--- src/rtl/ppu_pkg.sv ---
// ---------------------------------------------------------------------------
// ppu_pkg
// Shared widths and types for the posit processing unit datapath.
//   N                    : posit width
//   MANT_ADD_RESULT_SIZE : width of the mantissa adder/subtractor result
//                          (MSB = carry position, MSB-1 = hidden bit H)
//   TE_SIZE              : width of the two's-complement total exponent
//   HIDDEN_POS           : index of the hidden bit H in the adder result
//   core_sub_norm_state_t: FSM states of the post-subtraction normalizer
// ---------------------------------------------------------------------------
package ppu_pkg;

    localparam int N                    = 16;
    localparam int MANT_SIZE            = N - 2;
    localparam int MANT_ADD_RESULT_SIZE = 2 * MANT_SIZE;
    localparam int TE_SIZE              = $clog2(N) + 3;
    localparam int HIDDEN_POS           = MANT_ADD_RESULT_SIZE - 2;

    typedef enum logic [1:0] {
        IDLE  = 2'd0,
        SHIFT = 2'd1,
        DONE  = 2'd2
    } core_sub_norm_state_t;

endpackage

--- src/rtl/core_sub_norm_step.sv ---
// ---------------------------------------------------------------------------
// core_sub_norm_step
// One left-normalization step of the post-subtraction normalizer (pure
// combinational). Shifts the working mantissa left by s and lowers the
// exponent by the same amount.
//   mant      in  : working mantissa (carry bit is known to be 0)
//   te        in  : working total-exponent difference
//   mant_next out : mant << s
//   te_next   out : te - s (TE_SIZE-bit wrap)
//   hit       out : hidden bit of mant_next is set, normalization finished
// Build option: CORE_SUB_NORM_FAST_SHIFT_EN
//   defined   -> s = 4 when bits [H:H-3] are all 0, otherwise s = 1
//   undefined -> s = 1 every step
// ---------------------------------------------------------------------------
module core_sub_norm_step
    import ppu_pkg::*;
(
    input  logic [MANT_ADD_RESULT_SIZE-1:0] mant,
    input  logic [TE_SIZE-1:0]              te,
    output logic [MANT_ADD_RESULT_SIZE-1:0] mant_next,
    output logic [TE_SIZE-1:0]              te_next,
    output logic                            hit
);

    logic shift_by_four;

    // A 4-bit jump is only taken when the top four candidate positions are
    // all zero, so the hidden bit can never be overshot.
    always_comb begin
        shift_by_four = 1'b0;
`ifdef CORE_SUB_NORM_FAST_SHIFT_EN
        shift_by_four = (mant[HIDDEN_POS -: 4] == 4'b0000);
`endif
        if (shift_by_four) begin
            mant_next = mant << 4;
            te_next   = te - TE_SIZE'(4);
        end else begin
            mant_next = mant << 1;
            te_next   = te - TE_SIZE'(1);
        end
        hit = mant_next[HIDDEN_POS];
    end

endmodule

--- src/rtl/core_sub_norm.sv ---
// ---------------------------------------------------------------------------
// core_sub_norm
// Multi-cycle post-subtraction normalizer between the mantissa
// adder/subtractor and the posit encoder. Handles the carry-out case with a
// single right shift, the all-zero case, and left-normalizes everything else
// until the hidden bit H is set.
//   clk, rst_n     : clock (rising edge), asynchronous active-low reset
//   in_valid/ready : input handshake (accept only in IDLE)
//   mant_i         : raw mantissa difference, MSB = carry, MSB-1 = H
//   te_diff_i      : two's-complement total-exponent difference
//   sticky_i       : sticky bit from alignment
//   out_valid/ready: output handshake (results held while out_ready = 0)
//   new_mant       : normalized mantissa (bit H = 1 unless zero)
//   new_te_diff    : adjusted exponent difference
//   frac_truncated : 1 shifted out by the carry right shift, ORed with sticky
//   zero           : input mantissa was all zeros
// Build option: CORE_SUB_NORM_FAST_SHIFT_EN (see core_sub_norm_step); it only
// changes latency, never the result.
// ---------------------------------------------------------------------------
module core_sub_norm
    import ppu_pkg::*;
(
    input  logic                            clk,
    input  logic                            rst_n,
    input  logic                            in_valid,
    output logic                            in_ready,
    input  logic [MANT_ADD_RESULT_SIZE-1:0] mant_i,
    input  logic [TE_SIZE-1:0]              te_diff_i,
    input  logic                            sticky_i,
    output logic                            out_valid,
    input  logic                            out_ready,
    output logic [MANT_ADD_RESULT_SIZE-1:0] new_mant,
    output logic [TE_SIZE-1:0]              new_te_diff,
    output logic                            frac_truncated,
    output logic                            zero
);

    core_sub_norm_state_t state;

    logic [MANT_ADD_RESULT_SIZE-1:0] step_mant;
    logic [TE_SIZE-1:0]              step_te;
    logic                            step_hit;

    // The output registers double as the working registers during SHIFT;
    // they are only presented as valid once the FSM reaches DONE.
    core_sub_norm_step u_step (
        .mant      (new_mant),
        .te        (new_te_diff),
        .mant_next (step_mant),
        .te_next   (step_te),
        .hit       (step_hit)
    );

    // Single FSM block; all handshake and result outputs are registered.
    always_ff @(posedge clk or negedge rst_n) begin
        if (!rst_n) begin
            state          <= IDLE;
            in_ready       <= 1'b1;
            out_valid      <= 1'b0;
            new_mant       <= '0;
            new_te_diff    <= '0;
            frac_truncated <= 1'b0;
            zero           <= 1'b0;
        end else begin
            case (state)
                IDLE: begin
                    if (in_valid && in_ready) begin
                        in_ready       <= 1'b0;
                        new_mant       <= mant_i;
                        new_te_diff    <= te_diff_i;
                        frac_truncated <= sticky_i;
                        zero           <= 1'b0;
                        if (mant_i[MANT_ADD_RESULT_SIZE-1]) begin
                            // Carry out: one right shift, the lost LSB joins sticky.
                            new_mant       <= mant_i >> 1;
                            new_te_diff    <= te_diff_i + TE_SIZE'(1);
                            frac_truncated <= mant_i[0] | sticky_i;
                            state          <= DONE;
                            out_valid      <= 1'b1;
                        end else if (mant_i == '0) begin
                            zero      <= 1'b1;
                            state     <= DONE;
                            out_valid <= 1'b1;
                        end else if (mant_i[HIDDEN_POS]) begin
                            state     <= DONE;
                            out_valid <= 1'b1;
                        end else begin
                            state <= SHIFT;
                        end
                    end
                end
                SHIFT: begin
                    new_mant    <= step_mant;
                    new_te_diff <= step_te;
                    if (step_hit) begin
                        state     <= DONE;
                        out_valid <= 1'b1;
                    end
                end
                DONE: begin
                    if (out_ready) begin
                        state     <= IDLE;
                        out_valid <= 1'b0;
                        in_ready  <= 1'b1;
                    end
                end
                default: begin
                    state     <= IDLE;
                    out_valid <= 1'b0;
                    in_ready  <= 1'b1;
                end
            endcase
        end
    end

endmodule
--- config.mk ---
export PLATFORM = sky130hd
export DESIGN_NAME = core_sub_norm
export DESIGN_NICKNAME = d
export VERILOG_FILES = /design/src/rtl/ppu_pkg.sv /design/src/rtl/core_sub_norm_step.sv /design/src/rtl/core_sub_norm.sv
export SDC_FILE = /design/constraint.sdc
export NUM_CORES = 1
export LEC_CHECK = 0
export CAP_MARGIN = 20
export CORE_ASPECT_RATIO = 0.75
export CORE_UTILIZATION = 41
export CTS_CLUSTER_DIAMETER = 30
export CTS_CLUSTER_SIZE = 10
export DETAILED_ROUTE_END_ITERATION = 10
export HOLD_SLACK_MARGIN = 0.1
export PLACE_DENSITY = 0.84
export SKIP_LAST_GASP = 1
export SLEW_MARGIN = 20
export SYNTH_ARGS = -nofsm -noshare
export SYNTH_HDL_FRONTEND = slang
export SYNTH_SLANG_ARGS = --single-unit
--- constraint.sdc ---
create_clock -name clk -period 1.3 [get_ports clk]
set_input_delay 0.39 -clock clk [delete_from_list [all_inputs] [get_ports clk]]
set_output_delay 0.39 -clock clk [all_outputs]
set_load 0.01 [all_outputs]
==> results of run 1 <==
worst max-delay path: stages (launching register included):
cell and delay [ns]:
dfrtp_2 0.43, buf_4 0.15, nor2b_4 0.21, buf_4 0.16, nor2_4 0.08, a221o_1 0.33
worst paths after layout:
| path | slack [ns] | cells past startpoint | startpoint | endpoint |
|---|---|---|---|---|
| worst max-delay path | -0.19 | 5 | state[1] | new_mant[7] |
| worst min-delay path | 0.47 | 3 | mant_i[26] | state[0] |
| worst max register to register | -0.19 | 5 | state[1] | new_mant[7] |
| worst min register to register | 0.51 | 2 | frac_truncated | frac_truncated |
| max in group asynchronous | 0.47 | 3 | rst_n | in_ready |
| min in group asynchronous | 0.58 | 3 | rst_n | zero |
routing by layer:
layer	part of all wire, %	routed length [um]	vias up
li1	-	-	1196
met3	8.3	784	32
met4	3.8	354	0
met2	49	4580	159
met5	0	0	-
met1	39	3710	1311
per-stage QoR:
stage	hold slack, ns	instance area [um2]	setup TNS (ns)	setup WS, ns
3_3_place_gp	0.381	3660	-18.69	-0.506
3_5_place_dp	0.382	3660	-20.88	-0.628
6_report	0.469	4140	-5.74	-0.195
2_1_floorplan	0.0944	2330	-2.38	-0.109
4_1_cts	0.507	3740	-5.54	-0.182
5_1_grt	0.472	4140	-6.64	-0.228
layout make-up:
| type | count | area [um2] | share of cell area [%] |
|---|---|---|---|
| Clock inverter | 1 | 5.00 | 0.121 |
| Multi-Input combinational cell | 165 | 1500 | 36.1 |
| Inverter | 2 | 7.51 | 0.181 |
| Timing Repair Buffer | 180 | 1410 | 34.1 |
| Sequential cell | 41 | 1030 | 24.9 |
| Tap cell | 75 | 93.8 | 2.27 |
| Clock buffer | 7 | 96.3 | 2.33 |
cells by family after synthesis:
group                      after synthesis  share of synthesized area [%]
and+or+nand+nor                         76                           16.6
AOI/OAI and AO/OA                       53                           18.6
DFF                                     41                           44.5
muxes                                   27                           11.7
buffers and inverters                   19                           5.31
xor gates and xnor gates                 6                           2.28
adders and majority gates                2                           1.08
power groups by stage:
stage / Combinational [mW] / Clock (mW) / Sequential, mW
6_report: 0.367 / 0.976 / 1.27
5_1_grt: 0.393 / 1.02 / 1.27
2_1_floorplan: 0.102 / 0 / 1.30
4_1_cts: 0.343 / 0.962 / 1.27
3_3_place_gp: 0.352 / 0 / 1.30
3_5_place_dp: 0.366 / 0 / 1.30
sequential cells by signal, indices dropped and copies added, names as in the netlist:
name and cells:
new_te_diff 7, new_mant 28, out_valid 1, state 2
in_ready 1, frac_truncated 1, zero 1
cell usage after synthesis (2+ instances only):
master / n / area [um2]
nor2b_1: 2 / 12.5
nor4_1: 7 / 43.8
dfrtp_1: 40 / 1000
xnor2_1: 5 / 43.8
nand3b_1: 2 / 15.0
o21ai_0: 3 / 15.0
a21oi_1: 8 / 40.0
nand2b_1: 3 / 18.8
mux2i_1: 27 / 270
buf_4: 7 / 52.6
buf_2: 8 / 40.0
ha_1: 2 / 25.0
nand2_1: 13 / 48.8
nand3_1: 2 / 10.0
a221o_1: 25 / 250
inv_1: 2 / 7.51
buf_6: 2 / 22.5
or2_1: 2 / 12.5
nor2_1: 34 / 128
o311ai_1: 2 / 17.5
o21ai_1: 4 / 20.0
o22ai_1: 3 / 18.8
nand4_1: 3 / 18.8
repair_timing:
item                                   CTS  global route
pin swaps                               22            27
hold buffers                             1             0
setup buffers                           14            13
setup endpoints to repair               79            47
endpoints found under the hold margin   40             0
resized for setup                      198           100
cloned                                   1             3
==> impl_metrics.env, run 1 <==
export IMPL_status="finished, violations left"
export IMPL_violations="negative setup slack"
export IMPL_met1_usage_pct=33.9
export IMPL_globalRouteMet2Util_pct=49.5
export IMPL_dp_hpwl_um=5440
export IMPL_worst_pin_slew_ns=0.416
export IMPL_dpl_cell_count=433
export IMPL_antenna_cells=0
export IMPL_grt_busiest_layer="met2"
export IMPL_slew_violations=0
export IMPL_finalHoldViolCount=0
export IMPL_start_util_pct=42.9
export IMPL_ys_flop_type="dfrtp_1"
export IMPL_cellPowerDensity_mw_per_mm2=632
export IMPL_avgRoutedWirePerCell_um=20.0
export IMPL_fin_util_pct=76.9
export IMPL_rows=23
export IMPL_vias=2698
export IMPL_setup_violations=41
export IMPL_min_path_type="in -> reg"
export IMPL_wl_um=9430
export IMPL_arrival_ns=1.68
export IMPL_avgSynthCellArea_um2=10.3
export IMPL_dieHeight_um=67
export IMPL_nets=437
export IMPL_grt_max_degree=42
export IMPL_path_max_fanout=13
export IMPL_die_w_um=88.7
export IMPL_rsz0062_at_grt="yes"
export IMPL_synthToLayoutAreaGrowth_pct=79.1
export IMPL_fin_crit_sh_pct=115
export IMPL_p_sw_share_pct=25.8
export IMPL_antenna_left=0
export IMPL_clock_sinks=41
export IMPL_antenna_found_initial=0
export IMPL_drtIter0Drc=191
export IMPL_syn_cell_area_mm2=0.00231
export IMPL_layout_drive_gt1_share_pct=53.8
export IMPL_synth_seq_cells=41
export IMPL_p_total_mw=2.62
export IMPL_io_buffer_count=78
export IMPL_crit_type="reg -> reg"
export IMPL_ios=79
export IMPL_timing_max_cap_violations=0
export IMPL_fin_cells=471
export IMPL_cp_start_kind="flop"
export IMPL_first_pass_iters=4
export IMPL_fill_cells=367
export IMPL_fin_worst_skew_ns=0.00751
export IMPL_clk_latency_ns=0.31
export IMPL_final_common_cell="buf_4"
export IMPL_vdd_drop_max_mv=0.473
export IMPL_clkPwrFrac_pct=37.3
export IMPL_die_area_mm2=0.00594
export IMPL_route_detailed_drc=0
export IMPL_yosysSeqAreaShare_pct=44.5
export IMPL_overflow=0
export IMPL_leakage_nw=2.10
export IMPL_grt_pass1_vias=2573
export IMPL_switching_power_mw=0.676
export IMPL_cts_root_buf="clkbuf_8"
export IMPL_numCtsBuffers=5
export IMPL_core_area_mm2=0.00538
export IMPL_fin_crit_ns=1.49
export IMPL_cts_tree="done"
export IMPL_cp_end_kind="flop"
export IMPL_clkTransAtPathRegs_ns=0.08
export IMPL_mostFrequentLayoutCells="buf_4 (88), dfrtp_1 (38), buf_2 (36), nor2_1 (28), mux2i_1 (27)"
export IMPL_yosysWarnings=0
export IMPL_synth_edf_count=0
export IMPL_grt_total_usage_pct=28.5
export IMPL_comb_power_share_pct=14.0
export IMPL_slew_limit_headroom_pct=72.2
export IMPL_ys_types=41
export IMPL_grt_pass1_wl_um=12200
export IMPL_vias_per_cell=5.73
export IMPL_p_int_mw=1.94
export IMPL_postSynthCellCount=224
export IMPL_grtUsageMet3_pct=5.08
export IMPL_pwr_share_seq_pct=48.7
export IMPL_h_tree_depth=2
export IMPL_gp_congestion=0.836
export IMPL_clock_path_buffers=2
export IMPL_required_ns=1.49
export IMPL_syn_nets=266
export IMPL_setup_slack_ns=-0.195
export IMPL_synthArstFlopShare_pct=100
export IMPL_timing_fmax_mhz=669
No activity file was read; power rests on OpenSTA's default activity.
==> run 2, diff against run 1 <==
- CORE_UTILIZATION: 41 -> 44
- PLACE_DENSITY: 0.84 -> 0.86
- SLEW_MARGIN: 20 -> default
- SYNTH_HIERARCHICAL: default -> 1
==> run 2 against run 1 <==
Against the previous run:
- the run still ends with negative setup slack left
- die area is 12% higher
- sequential power hardly changed
- critical endpoint is now out_valid
- via count rose by 21%
- routed wire length increased by 19%
- maximum frequency decreased by 8.6%
- setup slack worse by 0.14 ns
- clock-buffer cell count is the same
- highest routed layer unchanged
==> impl_metrics.env, run 2 <==
export IMPL_nets=518
export IMPL_yosysSeqAreaShare_pct=36.8
export IMPL_die_w_um=93.9
export IMPL_gp_congestion=0.842
export IMPL_mostFrequentLayoutCells="buf_4 (101), nand2_1 (42), dfrtp_1 (40), buf_2 (40), dlygate4sd2_1 (26)"
export IMPL_wl_um=11200
export IMPL_postSynthCellCount=321
export IMPL_required_ns=1.47
export IMPL_h_tree_depth=2
export IMPL_rsz0062_at_grt="yes"
export IMPL_drtIter0Drc=241
export IMPL_leakage_nw=1.88
export IMPL_min_path_type="in -> async"
export IMPL_vdd_drop_max_mv=0.677
export IMPL_grt_total_usage_pct=28.4
export IMPL_ys_flop_type="dfrtp_1"
export IMPL_final_common_cell="buf_4"
export IMPL_arrival_ns=1.81
export IMPL_top_register="new_mant"
export IMPL_synth_xor_area_share_pct=3.45
export IMPL_cts_tree="done"
export IMPL_fin_cells=556
export IMPL_syn_cell_area_mm2=0.00279
export IMPL_synth_edf_count=0
export IMPL_clk_latency_ns=0.32
export IMPL_synthArstFlopShare_pct=100
export IMPL_synthAdderAreaFrac_pct=0.897
export IMPL_critical_path_cell_chain="buf_6 > nand3b_4 > buf_4 > a22oi_2 > mux2i_1 > a21oi_1"
export IMPL_vias_per_cell=5.86
export IMPL_timing_max_cap_violations=0
export IMPL_overflow=0
export IMPL_cp_start_kind="flop"
export IMPL_yosysWarnings=6
export IMPL_synth_compound_area_share_pct=18.3
export IMPL_ys_top_cells_by_count="nand2_1 (43), dfrtp_1 (40), nor2_1 (35), buf_4 (33), a21oi_1 (21)"
export IMPL_ios=79
export IMPL_synth_seq_cells=41
export IMPL_p_total_mw=2.84
export IMPL_slew_violations=0
export IMPL_start_util_pct=46.7
export IMPL_clkTransAtPathRegs_ns=0.08
export IMPL_synthToLayoutAreaGrowth_pct=63.9
export IMPL_numCtsBuffers=5
export IMPL_cp_depth=6
export IMPL_grt_max_degree=39
export IMPL_io_buffer_count=78
export IMPL_cts_root_buf="clkbuf_8"
export IMPL_path_max_fanout=4
export IMPL_syn_nets=363
export IMPL_ys_types=37
export IMPL_crit_type="reg -> reg"
export IMPL_fin_util_pct=76.5
export IMPL_fin_worst_skew_ns=0.0135
export IMPL_dieHeight_um=71.0
export IMPL_fill_cells=363
export IMPL_dpl_cell_count=515
export IMPL_yosysTopAreaCellShare_pct=35.9
export IMPL_fin_area_mm2=0.00457
export IMPL_largest_reg_flops=28
export IMPL_placed_area_mm2=0.00408
export IMPL_antenna_left=0
export IMPL_clock_sinks=41
export IMPL_rows=24
export IMPL_crit_family="flip-flops"
export IMPL_grt_pass1_vias=3005
export IMPL_fin_crit_ns=1.63
export IMPL_critPathSlowestCell="dfstp_2"
export IMPL_cellPowerDensity_mw_per_mm2=620
export IMPL_die_area_mm2=0.00666
export IMPL_path_buf_inv=2
export IMPL_synth_top_family_by_area="simple AND/OR/NAND/NOR gates"
export IMPL_avgSynthCellArea_um2=8.69
export IMPL_setup_violations=42
export IMPL_rrSetupSlack_ns=-0.33
export IMPL_route_detailed_drc=0
export IMPL_cp_end_kind="flop"
export IMPL_reg2reg_depth=6
export IMPL_timing_fmax_mhz=612
export IMPL_first_pass_iters=5
export IMPL_muxShareOfSynthArea_pct=5.74
export IMPL_synth_top_area_cell="dfrtp_1"
export IMPL_synthSimpleGateAreaFrac_pct=20.5
export IMPL_core_area_mm2=0.00598
export IMPL_violations="negative setup slack"
export IMPL_setup_slack_ns=-0.335
export IMPL_reg_largest_list="new_mant x28, new_te_diff x7, state x2"
export IMPL_avgRoutedWirePerCell_um=20.2
export IMPL_synth_most_common_cell="nand2_1"
export IMPL_grt_pass1_wl_um=14400
export IMPL_fin_crit_sh_pct=126
export IMPL_slowest_delay_ns=0.56
export IMPL_vias=3260
export IMPL_status="finished, violations left"
export IMPL_layout_drive_gt1_share_pct=48.2
export IMPL_synth_area_leaders="dfrtp_1 (36%), buf_4 (8.9%), nand2_1 (5.8%)"
export IMPL_antenna_found_initial=0
export IMPL_dp_hpwl_um=6180
export IMPL_clock_path_buffers=2
export IMPL_finalHoldViolCount=0
export IMPL_dp_slack_ns=-0.695
[run 2: area by class of cell]
type | instances | area [um2] | area share [%]
Sequential cell | 41 | 1030 | 22.5
Inverter | 4 | 15.0 | 0.328
Timing Repair Buffer | 197 | 1630 | 35.7
Clock buffer | 7 | 86.3 | 1.89
Multi-Input combinational cell | 227 | 1680 | 36.8
Tap cell | 78 | 97.6 | 2.13
Antenna cell | 1 | 2.50 | 0.0547
Clock inverter | 1 | 30.0 | 0.657
[run 2: cells by family after synthesis]
logic type | count (synthesis)
muxes | 16
DFF | 41
other | 1
and+or+nand+nor | 118
xor gates and xnor gates | 11
AOI/OAI and AO/OA | 78
adders and majority gates | 2
buffers and inverters | 54
[run 2: stage by stage]
step	hold slack, ns	setup TNS [ns]
2_1_floorplan	0.0944	-0.528
3_3_place_gp	0.250	-17.79
3_5_place_dp	0.247	-20.45
4_1_cts	0.456	-4.92
5_1_grt	0.480	-10.58
6_report	0.441	-8.76
[run 2: routing by layer]
metal / up-vias / GRT usage [%] / part of all wire (%) / wire (um)
li1: 1394 / - / - / -
met1: 1579 / 35.6 / 38 / 4250
met2: 220 / 49.6 / 49 / 5440
met3: 67 / 4.41 / 8.1 / 912
met4: 0 / 10.3 / 5.4 / 601
met5: - / 0 / 0 / 0
[run 2: timing repair]
| item | CTS | global route |
|---|---|---|
| setup endpoints to repair | 79 | 44 |
| pin swaps | 22 | 21 |
| hold endpoints to repair | 7 | 0 |
| hold buffers | 1 | 0 |
| gates resized for setup | 200 | 54 |
| setup buffers | 19 | 7 |
| gates cloned | 1 | 4 |
[run 2: final timing paths]
check / start / endpoint
worst max register to register: in_ready / out_valid
worst min-delay path: rst_n / new_mant[1]
min in group clk: zero / zero
worst min register to register: zero / zero
worst max-delay path: in_ready / out_valid
max in group asynchronous: rst_n / in_ready
[run 2: power by group]
part | internal, mW | leakage [nW] | switching, mW
clock | 0.627 | 0.0585 | 0.495
sequential | 1.27 | 0.392 | 0
combinational | 0.217 | 1.43 | 0.222
